**src/rtl/video_timing_detector.sv**
```systemverilog
// video_timing_detector: sink-side video timing analyser.
// Registers an RGB888 stream with active-low hsync/vsync and active-high de,
// measures active/total geometry, locks once the timing repeats and re-emits
// each pixel with its x/y coordinate (2-cycle latency).
// Optional build macro COLOR_CHECK_EN adds a constant-colour pixel checker
// (EXP_R/EXP_G/EXP_B); without it err_count is 0 and color_ok follows locked.
module video_timing_detector #(
  parameter int LOCK_FRAMES = 2,
  parameter int TIMEOUT_W   = 21
`ifdef COLOR_CHECK_EN
  ,
  parameter logic [7:0] EXP_R = 8'd0,
  parameter logic [7:0] EXP_G = 8'd255,
  parameter logic [7:0] EXP_B = 8'd0
`endif
) (
  input  logic        clk_27,
  input  logic        rst_n,
  input  logic        hsync,
  input  logic        vsync,
  input  logic        de,
  input  logic [7:0]  rgb_red,
  input  logic [7:0]  rgb_green,
  input  logic [7:0]  rgb_blue,
  output logic [7:0]  pix_r,
  output logic [7:0]  pix_g,
  output logic [7:0]  pix_b,
  output logic        pix_valid,
  output logic [11:0] pix_x,
  output logic [11:0] pix_y,
  output logic        frame_start,
  output logic [11:0] h_active,
  output logic [11:0] v_active,
  output logic [11:0] h_total,
  output logic [11:0] v_total,
  output logic        locked,
  output logic [15:0] err_count,
  output logic        color_ok
);

  localparam int LCNT_W = $clog2(LOCK_FRAMES + 1);

  typedef enum logic [1:0] {SEARCH, MEASURE, LOCKING, LOCKED} state_t;

  function automatic logic [11:0] sat_inc(input logic [11:0] val);
    return (val == 12'hFFF) ? val : val + 12'd1;
  endfunction

  state_t              state, state_nxt;
  logic [LCNT_W-1:0]   lock_cnt, cnt_nxt;
  logic                store_cand, commit;

  logic                hs_p0, vs_p0, de_p0, hs_p1, vs_p1, de_p1;
  logic [7:0]          red_p0, grn_p0, blu_p0;
  logic                line_ev, frame_ev, de_fall;

  logic [11:0]         hcnt, run_cnt, y_cnt, y_cur;
  logic [11:0]         acc_lines, acc_lev, acc_width, acc_period;
  logic                acc_wset, acc_bad;
  logic [11:0]         lines_n, lev_n, width_n, period_n;
  logic                wset_n, bad_n, consistent, match;
  logic [11:0]         cand_lines, cand_lev, cand_width, cand_period;
  logic                cand_ok;
  logic [TIMEOUT_W-1:0] wd_cnt;
  logic                wd_max;

  // Stage p0/p1: input sync/de registers and their one-cycle-delayed copies for edge detection
  always_ff @(posedge clk_27 or negedge rst_n) begin
    if (!rst_n) begin
      hs_p0 <= 1'b0; vs_p0 <= 1'b0; de_p0 <= 1'b0;
      hs_p1 <= 1'b0; vs_p1 <= 1'b0; de_p1 <= 1'b0;
    end else begin
      hs_p0 <= hsync; vs_p0 <= vsync; de_p0 <= de;
      hs_p1 <= hs_p0; vs_p1 <= vs_p0; de_p1 <= de_p0;
    end
  end

  // Stage p0: pixel data capture, qualified later by de_p0
  always_ff @(posedge clk_27) begin
    red_p0 <= rgb_red;
    grn_p0 <= rgb_green;
    blu_p0 <= rgb_blue;
  end

  assign line_ev  = hs_p1 & ~hs_p0;
  assign frame_ev = vs_p1 & ~vs_p0;
  assign de_fall  = de_p1 & ~de_p0;
  assign y_cur    = frame_ev ? 12'd0 : y_cnt;
  assign wd_max   = &wd_cnt;

  // Per-frame accumulators including this cycle's events, so a commit sees the complete frame
  always_comb begin
    lines_n  = de_fall ? sat_inc(acc_lines) : acc_lines;
    lev_n    = line_ev ? sat_inc(acc_lev) : acc_lev;
    period_n = line_ev ? sat_inc(hcnt) : acc_period;
    width_n  = acc_width;
    wset_n   = acc_wset;
    bad_n    = acc_bad;
    if (de_fall) begin
      if (!acc_wset) begin
        width_n = run_cnt;
        wset_n  = 1'b1;
      end else if (run_cnt != acc_width) begin
        bad_n = 1'b1;
      end
    end
    if ((&lines_n) || (&lev_n) || (&period_n) || (&width_n)) bad_n = 1'b1;
  end

  assign consistent = ~bad_n;
  assign match = consistent && cand_ok &&
                 (lines_n == cand_lines) && (lev_n == cand_lev) &&
                 (width_n == cand_width) && (period_n == cand_period);

  // Line/run/line-index counters, frame accumulators and the no-vsync watchdog
  always_ff @(posedge clk_27 or negedge rst_n) begin
    if (!rst_n) begin
      hcnt <= '0; run_cnt <= '0; y_cnt <= '0; wd_cnt <= '0;
      acc_lines <= '0; acc_lev <= '0; acc_width <= '0; acc_period <= '0;
      acc_wset <= 1'b0; acc_bad <= 1'b0;
    end else begin
      hcnt <= line_ev ? 12'd0 : sat_inc(hcnt);
      if (de_p0) run_cnt <= de_p1 ? sat_inc(run_cnt) : 12'd1;
      if (frame_ev)     y_cnt <= 12'd0;
      else if (de_fall) y_cnt <= sat_inc(y_cnt);
      wd_cnt <= frame_ev ? '0 : wd_cnt + 1'b1;
      if (frame_ev) begin
        acc_lines <= '0; acc_lev <= '0; acc_width <= '0; acc_period <= '0;
        acc_wset <= 1'b0; acc_bad <= 1'b0;
      end else begin
        acc_lines <= lines_n; acc_lev <= lev_n; acc_width <= width_n;
        acc_period <= period_n; acc_wset <= wset_n; acc_bad <= bad_n;
      end
    end
  end

  // Lock FSM next state: commits happen on frame events outside SEARCH
  always_comb begin
    state_nxt  = state;
    cnt_nxt    = lock_cnt;
    store_cand = 1'b0;
    commit     = 1'b0;
    if (frame_ev) begin
      case (state)
        SEARCH: state_nxt = MEASURE;
        MEASURE: begin
          commit     = 1'b1;
          store_cand = 1'b1;
          if (consistent) begin
            state_nxt = LOCKING;
            cnt_nxt   = '0;
          end
        end
        LOCKING: begin
          commit = 1'b1;
          if (match) begin
            cnt_nxt = lock_cnt + 1'b1;
            if (cnt_nxt == LCNT_W'(LOCK_FRAMES)) state_nxt = LOCKED;
          end else begin
            store_cand = 1'b1;
            cnt_nxt    = '0;
          end
        end
        LOCKED: begin
          commit = 1'b1;
          if (!match) begin
            state_nxt  = LOCKING;
            store_cand = 1'b1;
            cnt_nxt    = '0;
          end
        end
        default: state_nxt = SEARCH;
      endcase
    end else if (wd_max) begin
      state_nxt = SEARCH;
      cnt_nxt   = '0;
    end
  end

  // Lock FSM state, candidate and committed measurements
  always_ff @(posedge clk_27 or negedge rst_n) begin
    if (!rst_n) begin
      state <= SEARCH; lock_cnt <= '0;
      cand_lines <= '0; cand_lev <= '0; cand_width <= '0; cand_period <= '0;
      cand_ok <= 1'b0;
      h_active <= '0; v_active <= '0; h_total <= '0; v_total <= '0;
    end else begin
      state    <= state_nxt;
      lock_cnt <= cnt_nxt;
      if (store_cand) begin
        cand_lines <= lines_n; cand_lev <= lev_n; cand_width <= width_n;
        cand_period <= period_n; cand_ok <= consistent;
      end
      if (commit && consistent) begin
        h_active <= width_n; v_active <= lines_n;
        h_total  <= period_n; v_total <= lev_n;
      end
    end
  end

  assign locked = (state == LOCKED);

  // Stage p1 -> outputs: registered pixel, coordinates and frame-start pulse
  always_ff @(posedge clk_27 or negedge rst_n) begin
    if (!rst_n) begin
      pix_valid <= 1'b0; pix_r <= '0; pix_g <= '0; pix_b <= '0;
      pix_x <= '0; pix_y <= '0; frame_start <= 1'b0;
    end else begin
      pix_valid   <= de_p0;
      pix_r       <= de_p0 ? red_p0 : 8'd0;
      pix_g       <= de_p0 ? grn_p0 : 8'd0;
      pix_b       <= de_p0 ? blu_p0 : 8'd0;
      frame_start <= de_p0 & ~de_p1 & (y_cur == 12'd0);
      if (de_p0) begin
        pix_x <= de_p1 ? sat_inc(pix_x) : 12'd0;
        pix_y <= y_cur;
      end
    end
  end

`ifdef COLOR_CHECK_EN
  function automatic logic [15:0] sat_inc16(input logic [15:0] val);
    return (val == 16'hFFFF) ? val : val + 16'd1;
  endfunction

  logic [15:0] err_acc, err_n;

  assign err_n = (de_p0 && ({red_p0, grn_p0, blu_p0} != {EXP_R, EXP_G, EXP_B})) ?
                 sat_inc16(err_acc) : err_acc;

  // Per-frame colour error counter, latched into err_count at each commit
  always_ff @(posedge clk_27 or negedge rst_n) begin
    if (!rst_n) begin
      err_acc   <= '0;
      err_count <= '0;
    end else begin
      err_acc <= frame_ev ? 16'd0 : err_n;
      if (commit) err_count <= err_n;
    end
  end

  assign color_ok = locked && (err_count == 16'd0);
`else
  assign err_count = 16'd0;
  assign color_ok  = locked;
`endif

endmodule

```
**config.mk**
```make
export PLATFORM = sky130hd
export DESIGN_NAME = video_timing_detector
export DESIGN_NICKNAME = d
export VERILOG_FILES = /design/src/rtl/video_timing_detector.sv
export SDC_FILE = /design/constraint.sdc
export NUM_CORES = 1
export LEC_CHECK = 0
export ABC_CLOCK_PERIOD_IN_PS = 4400
export BUFFER_PORTS_ARGS = -buffer_cell sky130_fd_sc_hd__buf_2
export CAP_MARGIN = 20
export CELL_PAD_IN_SITES_DETAIL_PLACEMENT = 0
export CELL_PAD_IN_SITES_GLOBAL_PLACEMENT = 2
export CORE_ASPECT_RATIO = 0.9
export CORE_MARGIN = 3
export CORE_UTILIZATION = 38
export CTS_CLUSTER_DIAMETER = 30
export DETAILED_ROUTE_END_ITERATION = 8
export GPL_TIMING_DRIVEN = 0
export PLACE_DENSITY_LB_ADDON = 0.1
export SYNTH_ARGS = -nofsm -noshare
export SYNTH_HDL_FRONTEND = slang
export SYNTH_SLANG_ARGS = --single-unit
```
**constraint.sdc**
```tcl
create_clock -name clk_27 -period 4.4 [get_ports clk_27]
set_input_delay 0.66 -clock clk_27 [delete_from_list [all_inputs] [get_ports clk_27]]
set_output_delay 0.66 -clock clk_27 [all_outputs]
set_load 0.02 [all_outputs]
```
## Word-level counts from Yosys, hierarchy flattened

Index checks and enable logic that the tools add are counted.

| storage, ports and cells | value |
|---|---|
| input port bits | 29 |
| output and inout bits | 116 |
| word-level logic and storage cells | 151 |
| register bits | 287 |

| operators by class | value |
|---|---|
| equal/unequal tests | 23 |
| bitwise logic cells | 10 |
| reduce and logical (&&, ||, !) cells | 25 |
| $add $sub $neg | 8 |
| multiplexer cells | 49 |

Operators by type and width:

| operator | number |
|---|---|
| $mux 12 | 21 |
| $add 12x1->12 const B | 6 |
| $eq 12x12->1 const B | 6 |
| $eq 12x12->1 | 4 |
| $reduce_and 12->1 | 4 |
| $mux 8 | 3 |
| $add 21x1->21 const B | 1 |
| $mux 21 | 1 |
| $reduce_and 21->1 | 1 |
| $mux 2 | 10 |
| $logic_not 12->1 | 1 |
| $ne 12x12->1 | 1 |
| $ne 3x3->1 const B | 4 |
| $mux 1 | 11 |
| $pmux 2 s4 | 1 |
| $eq 2x2->1 const B | 3 |
| $logic_and 1x1->1 | 6 |
| $ne 2x2->1 const B | 3 |
| $pmux 2 s3 | 1 |
| $reduce_and 2->1 | 3 |
| $and 1x1->1 | 5 |
| $not 1->1 | 5 |
| $reduce_and 5->1 | 1 |
| $ne 4x2->1 const B | 1 |
| other kinds (9) | 12 |

## Logic depth before layout (Yosys ltp)

Gate-level depths: netlist of the first run.

| logic depth | value |
|---|---|
| depth in word-level cells | 17 |
| depth in mapped cells | 15 |
| depth with buffers taken out | 11 |

## Least setup slack after synthesis of the first run

OpenSTA, ideal clock, no wires.

| timing path | value |
|---|---|
| kind | register -> register |
| from | register de_p0 |
| to | register state[1] |
| data arrival time | 3.471 ns |
| cell stages (with the launch flop) | 12 |
| library setup time | 0.126 ns |
| setup slack | 0.803 ns |
| clock period less this slack | 3.597 ns |
| data required time | 4.274 ns |
| cell sequence | dfrtp_1 buf_4 nor3b_2 mux2i_2 o2bb2ai_1 a2111o_1 or4_4 nor4_4 nand4_1 o41a_1 or2_1 a311o_1 |

| on the way | value |
|---|---|
| word-level cells in the longest chain between the ends | 16 |
| elaborated cells between the ends (all ways) | 23 |

Ends and longest elaborated chain:

| item | line | RTL |
|---|---|---|
| start: declaration | 53 | `logic hs_p0, vs_p0, de_p0, hs_p1, vs_p1, de_p1;` |
| start signal: assignment | 70 | `hs_p0 <= 1'b0; vs_p0 <= 1'b0; de_p0 <= 1'b0;` |
| start signal: assignment | 73 | `hs_p0 <= hsync; vs_p0 <= vsync; de_p0 <= de;` |
| $not 1->1 * | 87 | `assign de_fall = de_p1 & ~de_p0;` |
| $and 1x1->1 * | 87 |  |
| $mux 12 | 93 | `lines_n = de_fall ? sat_inc(acc_lines) : acc_lines;` |
| $reduce_and 12->1 | 107 | `if ((&lines_n) \|\| (&lev_n) \|\| (&period_n) \|\| (&width_n)) bad_n = 1'b1;` |
| $logic_or 1x1->1 (3 in a row) | 107 |  |
| $mux 1 | 107 |  |
| $not 1->1 | 110 | `assign consistent = ~bad_n;` |
| $logic_and 1x1->1 (2 in a row) | 111 | `assign match = consistent && cand_ok &&` |
| $logic_and 1x1->1 (2 in a row) | 112 | `(lines_n == cand_lines) && (lev_n == cand_lev) &&` |
| $logic_and 1x1->1 | 113 | `(width_n == cand_width) && (period_n == cand_period);` |
| $ne 3x3->1 (no line) | - |  |
| $reduce_and 5->1 (no line) * | - |  |
| end signal: assignment | 188 | `state <= state_nxt;` |
| end: declaration | 49 | `state_t state, state_nxt;` |

Mark *: on every way between the ends. The rest lies on a longest branch, timed or not.
A chain may end at the register's enable or synchronous reset.

## Worst setup path in the final report of the first run

| timing path | value |
|---|---|
| from | register de_p0 |
| to | register cand_lev[6] |

| on the way | value |
|---|---|
| word-level cells in the longest chain between the ends | 17 |
| elaborated cells between the ends (all ways) | 22 |

Ends and longest elaborated chain:

| item | line | RTL |
|---|---|---|
| $not 1->1 * | 87 |  |
| $and 1x1->1 * | 87 |  |
| $mux 12 | 93 |  |
| $reduce_and 12->1 | 107 |  |
| $logic_or 1x1->1 (3 in a row) | 107 |  |
| $mux 1 | 107 |  |
| $not 1->1 | 110 |  |
| $logic_and 1x1->1 (2 in a row) | 111 |  |
| $logic_and 1x1->1 | 112 |  |
| $logic_and 1x1->1 * | 112 |  |
| $logic_and 1x1->1 * | 113 |  |
| $mux 1 * | 156, 166 |  |
| $pmux 1 s2 * | 144 | `case (state)` |
| $mux 1 * | 143 | `if (frame_ev) begin` |
| end signal: assignment | 191 | `cand_lines <= lines_n; cand_lev <= lev_n; cand_width <= width_n;` |
| end: declaration | 62 | `logic [11:0] cand_lines, cand_lev, cand_width, cand_period;` |

Marks and branches as above.

==> flow_summary.toml, run 1 <==
[sta]
max_slew.worst_pin.slew_ps = 871
finalMaxSlewViolations = 0
grt_setup_unrepaired = "yes"
fmaxAchievable_mhz = 236
final_min_period_over_clock_period = 0.964
timing.final.ws_setup_ps = 158
setup-violations-final = 0
hold_violations = 0
clock_skew_ps = 22.2
finalCriticalPeriod_ps = 4240
timing.max_slew.rel_slack = 0.419

[pwr]
vdd_drop_max_uv = 337
power_per_cell_area_nw_per_um2 = 560
leakagePower_nw = 8.44
total_power_mw = 10.3
power.combinational.fraction = 0.136
p_switching_mw = 2.83
power.share.switching = 0.274
clkPwrFrac = 0.570
pwr-share-seq = 0.294
p_int_mw = 7.51

[cells_and_area]
filler_cell_count = 3465
final_layout_size_suffix_gt1_frac = 0.218
num-nets-final = 1702
finish.instance_area_um2 = 18500
multi_input_area_um2 = 6470
largest_register_ffs = 21
post_layout_utilization_of_the_core = 0.508
area_growth_syn_to_layout_pct = 31.3
sequential_cell_area_um2 = 7060
largest-register = "wd_cnt"

[clock_network]
cts_max_path_buffers = 3
cts_buffers = 75
cts_sinks = 287
htree_levels = 3
clk_pin_slew_ps = 40
cts_tree = "built"
post_cts_hold_buffer_count = 0
cts-root-buf = "sky130_fd_sc_hd__clkbuf_16"
worst_skew_pair.late_latency_ps = 590

[routing]
drcViolationCount = 0
detailroute.via_count = 11500
detail_route.iter0.violations = 669
detailed_router_iteration_count_before_antenna_repair = 5
antenna_left = 0
routed_via_density = 5.23
detail_route.wl_per_cell_um = 19.6
totalWireLength_um = 43000

[yosys]
netlist-cell-type-count = 82
synth_most_common_cell = "sky130_fd_sc_hd__dfrtp_1"
netlist.area_leader.share = 0.468
synthesized_area_per_cell_um2 = 9.84
synthSimpleGateAreaFrac = 0.195
ys.flop_type = "sky130_fd_sc_hd__dfrtp_1"
yosys_warnings = 0
synth.top_cells.by_count = "263 x sky130_fd_sc_hd__dfrtp_1, 130 x sky130_fd_sc_hd__nor2_1, 121 x sky130_fd_sc_hd__nand2_1"
multiplexer_fraction_of_the_synthesized_cell_area = 0.0567
synthArstFlopShare = 0.916
synthCells = 1429
fraction_of_the_mapped_netlist_area_in_compound_gates = 0.114
synth.top_cells.by_area = "sky130_fd_sc_hd__dfrtp_1 47%, sky130_fd_sc_hd__mux2i_1 4.1%, sky130_fd_sc_hd__o21ai_0 3.5%"
post-synth-top-area-cell = "sky130_fd_sc_hd__dfrtp_1"
synth_sequential_area_ratio = 0.502
main_combinational_cell_family_by_area_after_synthesis = "simple AND/OR/NAND/NOR gates"
synth_edf_count = 0
synth.ff_latch_count = 287
synthXorXnorAreaFrac = 0.0673
yosys.area_share.adder = 0.0116
post_synth_instance_area_um2 = 14100

[worst_setup_path]
critPathRequiredTime_ps = 4860
worst_path_dominant_cell_family = "simple AND/OR/NAND/NOR gates"
critPathCaptureType = "flop"
crit_path_cell_trace = "buf_4 > nor3b_4 > mux2i_4 > o2bb2ai_1 > a2111o_1 > or4_4 > nor4_4 > nand3_2 > a2111oi_4 > a211oi_2 > buf_4 > mux2_1"
most_repeated_library_cell_on_the_critical_path = "sky130_fd_sc_hd__buf_4"
critPathKind = "flop to flop"
cp_data_arrival_time_ps = 4700
slowest_delay_ps = 570
cp_num_buf_inv = 2
worst-path-max-fanout = 10
critical_path.slowest_cell = "sky130_fd_sc_hd__or4_4"
setup.reg_to_reg.worst_slack_ps = 160
setup.worst_path.start_class = "flop"

[grt]
number_of_global_route_vias_before_repair = 11700
wire_length_of_the_first_global_routing_pass_um = 68700
grt.total_usage = 0.223
globalRoute.totalOverflow = 0
grt_antenna_before_repair = 0
grt_max_degree = 117

[floorplanning]
floorplan.initialDensity = 0.387
die_area_um2 = 39300
floorplan.rows = 66
floorplan.die.height_um = 188
placeableCoreArea_um2 = 36300
floorplan.io_pins = 145
horizontal_extent_of_the_die_um = 209

[placement]
dpl_worst_slack_ps = -722
port_buffers = 128
placed_cell_area_um2 = 15400
hpwl_um = 30700
globalplace.congestion = 0.915

[run_status]
outcome = "finished clean"

[worst_hold_path]
worst_hold_path_type = "input pin to async pin"

[run]
max-cap-violations = 0
## path summary, 6_finish.rpt
| check | start | cells past startpoint | endpoint |
|---|---|---|---|
| worst min register to register | vs_p0$_DFF_PN0_ | 0 | vs_p1$_DFF_PN0_ |
| worst min-delay path | rst_n | 1 | hcnt[2]$_DFF_PN0_ |
| max in group asynchronous | rst_n | 2 | cand_lines[11]$_DFFE_PN0P_ |
| worst max register to register | de_p0$_DFF_PN0_ | 12 | cand_lev[6]$_DFFE_PN0P_ |
| worst max-delay path | de_p0$_DFF_PN0_ | 12 | cand_lev[6]$_DFFE_PN0P_ |
| min in group clk_27 | rgb_red[3] | 1 | red_p0[3]$_DFF_P_ |
## area by class of cell
class,count,area share
antenna,1,0.000136
buffer,97,0.0276
inverter,63,0.0128
multi-input combinational,994,0.351
sequential,287,0.383
timing repair buffer,142,0.0430
clock inverter,48,0.0393
clock buffer,91,0.111
tap,476,0.0323
## worst register-to-register path: cells and delay by family (launching register included)
kind,cells,cell delay [ps]
compound gates,4,1160
buf+inv,2,480
mux,2,670
simple gates,4,1400
flops,1,410
## power groups by stage
stage               Combinational (mW)  Sequential, mW  Clock [mW]
floorplan                        0.803            3.12           0
global placement                  1.35            3.07           0
detailed placement                1.36            3.07           0
CTS                               1.38            3.04        6.00
global route                      1.55            3.07        6.17
finish                            1.41            3.04        5.89
## metal layers
| layer | track usage | vias to the layer above | wire length (um) |
|---|---|---|---|
| met5 | 0 | - | 0 |
| met4 | 0.0605 | 0 | 790 |
| met3 | 0.0521 | 66 | 2630 |
| met2 | 0.330 | 326 | 18700 |
| met1 | 0.327 | 5623 | 20900 |
| li1 | - | 5475 | - |
## cells in the final DEF (no fill, tap or decap), types with 12 or more instances in the layout
cell,count
sky130_fd_sc_hd__ha_1,12
sky130_fd_sc_hd__dfrtp_1,261
sky130_fd_sc_hd__nand3_1,64
sky130_fd_sc_hd__or3_1,13
sky130_fd_sc_hd__xor2_1,55
sky130_fd_sc_hd__clkbuf_16,75
sky130_fd_sc_hd__nor4_1,18
sky130_fd_sc_hd__nor3_1,19
sky130_fd_sc_hd__a21oi_1,26
sky130_fd_sc_hd__and4_1,12
sky130_fd_sc_hd__and2_1,37
sky130_fd_sc_hd__buf_4,35
sky130_fd_sc_hd__dfxtp_1,24
sky130_fd_sc_hd__inv_1,63
sky130_fd_sc_hd__nand2_1,121
sky130_fd_sc_hd__and3_1,30
sky130_fd_sc_hd__nor2_1,128
sky130_fd_sc_hd__conb_1,16
sky130_fd_sc_hd__a31oi_1,14
sky130_fd_sc_hd__bufinv_16,13
sky130_fd_sc_hd__mux2_1,13
sky130_fd_sc_hd__clkbuf_1,44
sky130_fd_sc_hd__xnor2_1,53
sky130_fd_sc_hd__buf_2,146
sky130_fd_sc_hd__nand2b_1,13
sky130_fd_sc_hd__clkinvlp_4,17
sky130_fd_sc_hd__mux2i_1,53
sky130_fd_sc_hd__nand4_1,33
sky130_fd_sc_hd__o21ai_0,97
sky130_fd_sc_hd__clkbuf_8,12
## logic make-up (layout without fill, tap and decap cells)
logic type	count (synthesis)	in the layout
xor+xnor	108	108
buf+inv	163	441
compound gates	244	244
fa+ha+maj	13	13
mux	77	77
simple gates	536	536
flops	287	287
other cells	1	17
## timing repair
action                     4_1_cts  5_1_grt
setup endpoints to repair      101       96
pin swaps                        1        4
setup buffers                    3        8
gates resized for setup         19       29
## per-stage QoR
stage | std cells | hold slack (ps) | TNS, ps
3_3_place_gp | 2048 | 402 | -706230
3_5_place_dp | 2051 | 409 | -53230
6_report | 2199 | 29.9 | 0
2_1_floorplan | 1444 | 364 | 0
4_1_cts | 2193 | 32.4 | 0
5_1_grt | 2198 | 50.3 | -96.4
(Power assumes the default switching activity.)
==> run 2, diff against run 1 <==
--- a/config.mk
+++ b/config.mk
@@ -8,11 +8,11 @@
 export ABC_CLOCK_PERIOD_IN_PS = 4400
 export BUFFER_PORTS_ARGS = -buffer_cell sky130_fd_sc_hd__buf_2
 export CAP_MARGIN = 20
-export CELL_PAD_IN_SITES_DETAIL_PLACEMENT = 0
-export CELL_PAD_IN_SITES_GLOBAL_PLACEMENT = 2
+export CELL_PAD_IN_SITES_DETAIL_PLACEMENT = 1
+export CELL_PAD_IN_SITES_GLOBAL_PLACEMENT = 1
 export CORE_ASPECT_RATIO = 0.9
 export CORE_MARGIN = 3
-export CORE_UTILIZATION = 38
+export CORE_UTILIZATION = 46
 export CTS_CLUSTER_DIAMETER = 30
 export DETAILED_ROUTE_END_ITERATION = 8
 export GPL_TIMING_DRIVEN = 0
==> flow_summary.toml, run 2 (synthesis results as in run 1) <==
[clock_network]
worst_skew_pair.late_latency_ps = 590
post_cts_hold_buffer_count = 0
cts_buffers = 58
cts-root-buf = "sky130_fd_sc_hd__clkbuf_16"
cts_tree = "built"
cts_sinks = 287
cts_max_path_buffers = 3
htree_levels = 2
clk_pin_slew_ps = 50

[worst_setup_path]
worst-path-max-fanout = 10
cp_data_arrival_time_ps = 4770
critical_path.slowest_cell = "sky130_fd_sc_hd__or4_1"
setup.worst_path.start_class = "flop"
critPathKind = "flop to flop"
crit_path_cell_trace = "clkbuf_1 > nand3_1 > or4_1 > a32o_1 > a2111oi_0 > and4_1 > a211o_1 > a2111oi_4 > a211oi_2 > buf_2 > mux2i_1"
slowest_delay_ps = 580
critPathRequiredTime_ps = 4890
critPathCaptureType = "flop"

[pwr]
total_power_mw = 9.34
p_int_mw = 6.72
p_switching_mw = 2.61
pwr-share-seq = 0.326
clkPwrFrac = 0.522
leakagePower_nw = 8.19
power.share.switching = 0.280
power_per_cell_area_nw_per_um2 = 527
vdd_drop_max_uv = 407
power.combinational.fraction = 0.152

[cells_and_area]
filler_cell_count = 3379
num-nets-final = 1682
area_growth_syn_to_layout_pct = 26.1
final_layout_size_suffix_gt1_frac = 0.201
sequential_cell_area_um2 = 7060
final_common_cell = "sky130_fd_sc_hd__dfrtp_1"
largest_register_ffs = 21
finish.instance_area_um2 = 17700
largest-register = "wd_cnt"
multi_input_area_um2 = 6450
layout_common_cells = "261 x sky130_fd_sc_hd__dfrtp_1, 146 x sky130_fd_sc_hd__buf_2, 129 x sky130_fd_sc_hd__nor2_1, 120 x sky130_fd_sc_hd__nand2_1, 97 x sky130_fd_sc_hd__o21ai_0"
post_layout_utilization_of_the_core = 0.590
antenna_cells_inserted = 0

[floorplanning]
die_area_um2 = 32700
floorplan.initialDensity = 0.468
placeableCoreArea_um2 = 30000
floorplan.die.height_um = 172
floorplan.rows = 60
floorplan.io_pins = 145
horizontal_extent_of_the_die_um = 190

[routing]
routed.top_layer = "met5"
detail_route.wl_per_cell_um = 21.5
drcViolationCount = 0
route.met3.wl_um = 3150
wl_met1_um = 19800
detailed_router_iteration_count_before_antenna_repair = 7
detailroute.via_count = 11900
antenna_left = 0
totalWireLength_um = 45000
detail_route.iter0.violations = 812
routed_via_density = 5.71
met2_length_um = 21100

[grt]
grt_max_degree = 110
wire_length_of_the_first_global_routing_pass_um = 71300
grt.total_usage = 0.276
number_of_global_route_vias_before_repair = 12700
globalRoute.totalOverflow = 0
grt_antenna_before_repair = 3

[sta]
setup-violations-final = 0
timing.max_slew.rel_slack = 0.427
fmaxAchievable_mhz = 234
max_slew.worst_pin.slew_ps = 860
grt_setup_unrepaired = "yes"
timing.setup.tns_ps = 0
final_min_period_over_clock_period = 0.973
finalMaxSlewViolations = 0
hold_violations = 0
clock_skew_ps = 22.7
finalCriticalPeriod_ps = 4280

[placement]
hpwl_um = 31000
globalplace.congestion = 0.940
placed_cell_area_um2 = 15300
port_buffers = 128

[worst_hold_path]
worst_hold_path_type = "input pin to async pin"

[run_status]
outcome = "finished clean"

[run]
max-cap-violations = 0
==> run 2: worst max-delay path: cells and delay by family, from the launching register on <==
family	cells	cell delay, ps
compound gates	5	1520
simple gates	3	1280
buf+inv	2	810
flops	1	310
mux	1	270
==> run 2: layout make-up <==
cell class | count | area share
Timing Repair Buffer | 139 | 0.0438
Inverter | 63 | 0.0133
Clock inverter | 39 | 0.0357
Clock buffer | 70 | 0.0878
Multi-Input combinational cell | 994 | 0.364
Buffer | 97 | 0.0285
Sequential cell | 287 | 0.398
Tap cell | 403 | 0.0284
==> run 2: path summary, 6_finish.rpt <==
check,start,endpoint,slack (ps),cells after the start
max,acc_lev[9]$_DFF_PN0_,cand_lev[2]$_DFFE_PN0P_,120,11
min,rst_n,h_total[0]$_DFFE_PN0P_,20,1
max reg2reg,acc_lev[9]$_DFF_PN0_,cand_lev[2]$_DFFE_PN0P_,120,11
min reg2reg,vs_p0$_DFF_PN0_,vs_p1$_DFF_PN0_,420,0
max in group asynchronous,rst_n,pix_valid$_DFF_PN0_,3420,2
min in group clk_27,rgb_blue[0],blu_p0[0]$_DFF_P_,170,1
==> run 2: power by group through the flow <==
| stage | clock network (mW) | registers [mW] | logic (mW) |
|---|---|---|---|
| after floorplan | 0 | 3.12 | 0.803 |
| after global routing | 5.09 | 3.07 | 1.55 |
| after global placement | 0 | 3.07 | 1.32 |
| after detailed placement | 0 | 3.08 | 1.37 |
| after CTS | 4.93 | 3.04 | 1.40 |
| final | 4.87 | 3.05 | 1.42 |
==> run 2: timing repair <==
item | 4_1_cts | 5_1_grt
buffers inserted | 0 | 8
pin swaps | 1 | 4
gates resized for setup | 14 | 34
setup endpoints to repair | 101 | 101
==> run 2: stage by stage <==
stage / hold WS [ps] / instances / worst slack (ps)
3_5_place_dp: 412 / 1978 / -593
3_3_place_gp: 400 / 1975 / -2320
6_report: 19.1 / 2092 / 119
4_1_cts: 31.6 / 2087 / 2.24
5_1_grt: 56.4 / 2092 / -59.0
2_1_floorplan: 364 / 1444 / 803
==> run 2: layer usage <==
| layer | up-vias | track usage |
|---|---|---|
| li1 | 5405 | - |
| met1 | 6045 | 0.372 |
| met2 | 398 | 0.454 |
| met3 | 88 | 0.0671 |
| met4 | 4 | 0.0683 |
| met5 | - | 0 |
==> run 3, diff against run 2 <==
--- a/config.mk
+++ b/config.mk
@@ -5,14 +5,14 @@
 export SDC_FILE = /design/constraint.sdc
 export NUM_CORES = 1
 export LEC_CHECK = 0
-export ABC_CLOCK_PERIOD_IN_PS = 4400
+export ABC_CLOCK_PERIOD_IN_PS = 3850
 export BUFFER_PORTS_ARGS = -buffer_cell sky130_fd_sc_hd__buf_2
 export CAP_MARGIN = 20
 export CELL_PAD_IN_SITES_DETAIL_PLACEMENT = 1
 export CELL_PAD_IN_SITES_GLOBAL_PLACEMENT = 1
 export CORE_ASPECT_RATIO = 0.9
 export CORE_MARGIN = 3
-export CORE_UTILIZATION = 46
+export CORE_UTILIZATION = 42
 export CTS_CLUSTER_DIAMETER = 30
 export DETAILED_ROUTE_END_ITERATION = 8
 export GPL_TIMING_DRIVEN = 0
==> constraint.sdc (replaced) <==
create_clock -name clk_27 -period 3.85 [get_ports clk_27]
set_input_delay 0.5775 -clock clk_27 [delete_from_list [all_inputs] [get_ports clk_27]]
set_output_delay 0.5775 -clock clk_27 [all_outputs]
set_load 0.02 [all_outputs]
==> flow_summary.toml, run 3 (synthesis results as in run 1) <==
[run_status]
outcome = "finished, violations left"
failed_checks = "setup timing"

[grt]
wire_length_of_the_first_global_routing_pass_um = 72100
grt.met1_usage = 0.355
grt_antenna_before_repair = 0
gr-max-usage-layer = "met2"
grt_max_degree = 76
met3_usage = 0.0593
grt.met2_usage = 0.397
grt.total_usage = 0.255
number_of_global_route_vias_before_repair = 12600
globalRoute.totalOverflow = 0

[pwr]
power_per_cell_area_nw_per_um2 = 573
p_int_mw = 7.36
power.share.switching = 0.292
total_power_mw = 10.4
leakagePower_nw = 8.30
pwr-share-seq = 0.336
p_switching_mw = 3.04
vdd_drop_max_uv = 514
power.combinational.fraction = 0.166
clkPwrFrac = 0.498

[sta]
clock_skew_ps = 18.7
grt_setup_unrepaired = "yes"
setup-violations-final = 43
timing.hold.ws_ps = 84.5
finalCriticalPeriod_ps = 3990
hold_violations = 0
fmaxAchievable_mhz = 250
timing.final.ws_setup_ps = -142
timing.max_slew.rel_slack = 0.426
max_slew.worst_pin.slew_ps = 861
finalMaxSlewViolations = 0
final_min_period_over_clock_period = 1.04

[cells_and_area]
layout_common_cells = "258 x sky130_fd_sc_hd__dfrtp_1, 141 x sky130_fd_sc_hd__buf_2, 127 x sky130_fd_sc_hd__nor2_1, 118 x sky130_fd_sc_hd__nand2_1, 96 x sky130_fd_sc_hd__o21ai_0"
sequential_cell_area_um2 = 7070
largest_register_ffs = 21
final_layout_size_suffix_gt1_frac = 0.242
area_growth_syn_to_layout_pct = 29.0
antenna_cells_inserted = 0
largest-register = "wd_cnt"
final_common_cell = "sky130_fd_sc_hd__dfrtp_1"
filler_cell_count = 3574
num-nets-final = 1701
multi_input_area_um2 = 6660

[worst_setup_path]
cp_num_buf_inv = 2
critPathRequiredTime_ps = 4310
crit_start = "de_p0$_DFF_PN0_"
critPathCaptureType = "flop"
slowest_delay_ps = 510
cp_data_arrival_time_ps = 4450
worst-path-max-fanout = 7
critPathKind = "flop to flop"
setup.worst_path.start_class = "flop"
worstReg2RegStart = "de_p0$_DFF_PN0_"
crit_path_cell_trace = "buf_12 > nor3b_4 > mux2i_2 > o2bb2ai_2 > a2111o_1 > or4_4 > nor4_4 > nand3_2 > a2111oi_4 > a211oi_4 > buf_6 > mux2_4"
critical_path.slowest_cell = "sky130_fd_sc_hd__or4_4"
worst_path_dominant_cell_family = "simple AND/OR/NAND/NOR gates"

[floorplanning]
floorplan.die.height_um = 180
placeableCoreArea_um2 = 32400
floorplan.io_pins = 145
floorplan.initialDensity = 0.434
die_area_um2 = 35700
floorplan.rows = 62
horizontal_extent_of_the_die_um = 199

[worst_hold_path]
holdCritStartpoint = "rgb_green[0]"
worst_hold_path_type = "input pin to flop"

[routing]
detailroute.via_count = 12000
routed_via_density = 5.65
antenna_left = 0
detail_route.wl_per_cell_um = 21.8
drcViolationCount = 0
detail_route.iter0.violations = 750
detailed_router_iteration_count_before_antenna_repair = 5
totalWireLength_um = 46400

[clock_network]
cts_sinks = 287
cts_tree = "built"
cts_max_path_buffers = 3
worst_skew_pair.late_latency_ps = 590
htree_levels = 2
clk_pin_slew_ps = 50
cts_buffers = 60
cts-root-buf = "sky130_fd_sc_hd__clkbuf_16"

[placement]
port_buffers = 128
globalplace.congestion = 0.944
hpwl_um = 32200

[run]
max-cap-violations = 0
## run 3: cell types whose count changed in the layout (fill, tap and decap cells not counted), sizes merged
cell / before / now
clkinv: 12 / 17
dlygate4sd3: 0 / 1
clkbuf: 119 / 121
bufinv: 14 / 5
clkinvlp: 7 / 10
buf: 186 / 205
## run 3: power by group through the flow
stage / Sequential, mW / Clock [mW] / Combinational (mW)
6_report: 3.50 / 5.17 / 1.72
5_1_grt: 3.53 / 5.44 / 1.87
4_1_cts: 3.49 / 5.27 / 1.63
3_5_place_dp: 3.52 / 0 / 1.56
3_3_place_gp: 3.52 / 0 / 1.51
2_1_floorplan: 3.57 / 0 / 0.917
## run 3: final timing paths
kind                       slack [ps]  cells after the start                       to
max reg2reg                      -140                     12  cand_lev[6]$_DFFE_PN0P_
min in group asynchronous         490                      2   h_total[3]$_DFFE_PN0P_
max                              -140                     12  cand_lev[6]$_DFFE_PN0P_
min                                80                      1        grn_p0[0]$_DFF_P_
max in group asynchronous        1900                      5       pix_g[1]$_DFF_PN0_
min reg2reg                       410                      0          vs_p1$_DFF_PN0_
## run 3: worst reg2reg max path, delay by kind of cell (launching register included)
family | cells | cell delay [ps]
simple gates | 4 | 1280
mux | 2 | 660
compound gates | 4 | 1160
buf+inv | 2 | 350
flops | 1 | 430
## run 3: cell type report
| type | count | share of cell area |
|---|---|---|
| inverter | 63 | 0.0130 |
| tap | 416 | 0.0287 |
| clock inverter | 38 | 0.0228 |
| timing repair buffer | 159 | 0.0553 |
| multi-input combinational | 994 | 0.367 |
| sequential | 287 | 0.390 |
| buffer | 94 | 0.0314 |
| clock buffer | 75 | 0.0920 |
## run 3: per-stage QoR
| stage | instances | setup TNS (ps) | instance area (um2) | utilization | worst slack, ps |
|---|---|---|---|---|---|
| floorplan | 1444 | 0 | 14100 | - | 253 |
| global placement | 1988 | -841840 | 15300 | 0.471 | -2900 |
| detailed placement | 1992 | -89770 | 15400 | 0.474 | -1170 |
| CTS | 2116 | 0 | 17800 | 0.549 | 2.71 |
| global route | 2126 | -8360 | 18100 | 0.559 | -225 |
| finish | 2126 | -3770 | 18100 | 0.559 | -142 |
## run 3: layer usage
layer,wire length [um],vias to the layer above
met5,0,-
met4,1140,0
met3,3050,90
met2,21400,389
met1,20800,6084
li1,-,5448
## run 3: repair_timing
item / in CTS / in global routing
hold buffers: 1 / 0
buffers inserted: 14 / 10
resized for setup: 72 / 63
gates cloned: 0 / 2
hold endpoints to repair: 53 / 0
setup endpoints to repair: 101 / 101
pin swaps: 9 / 12
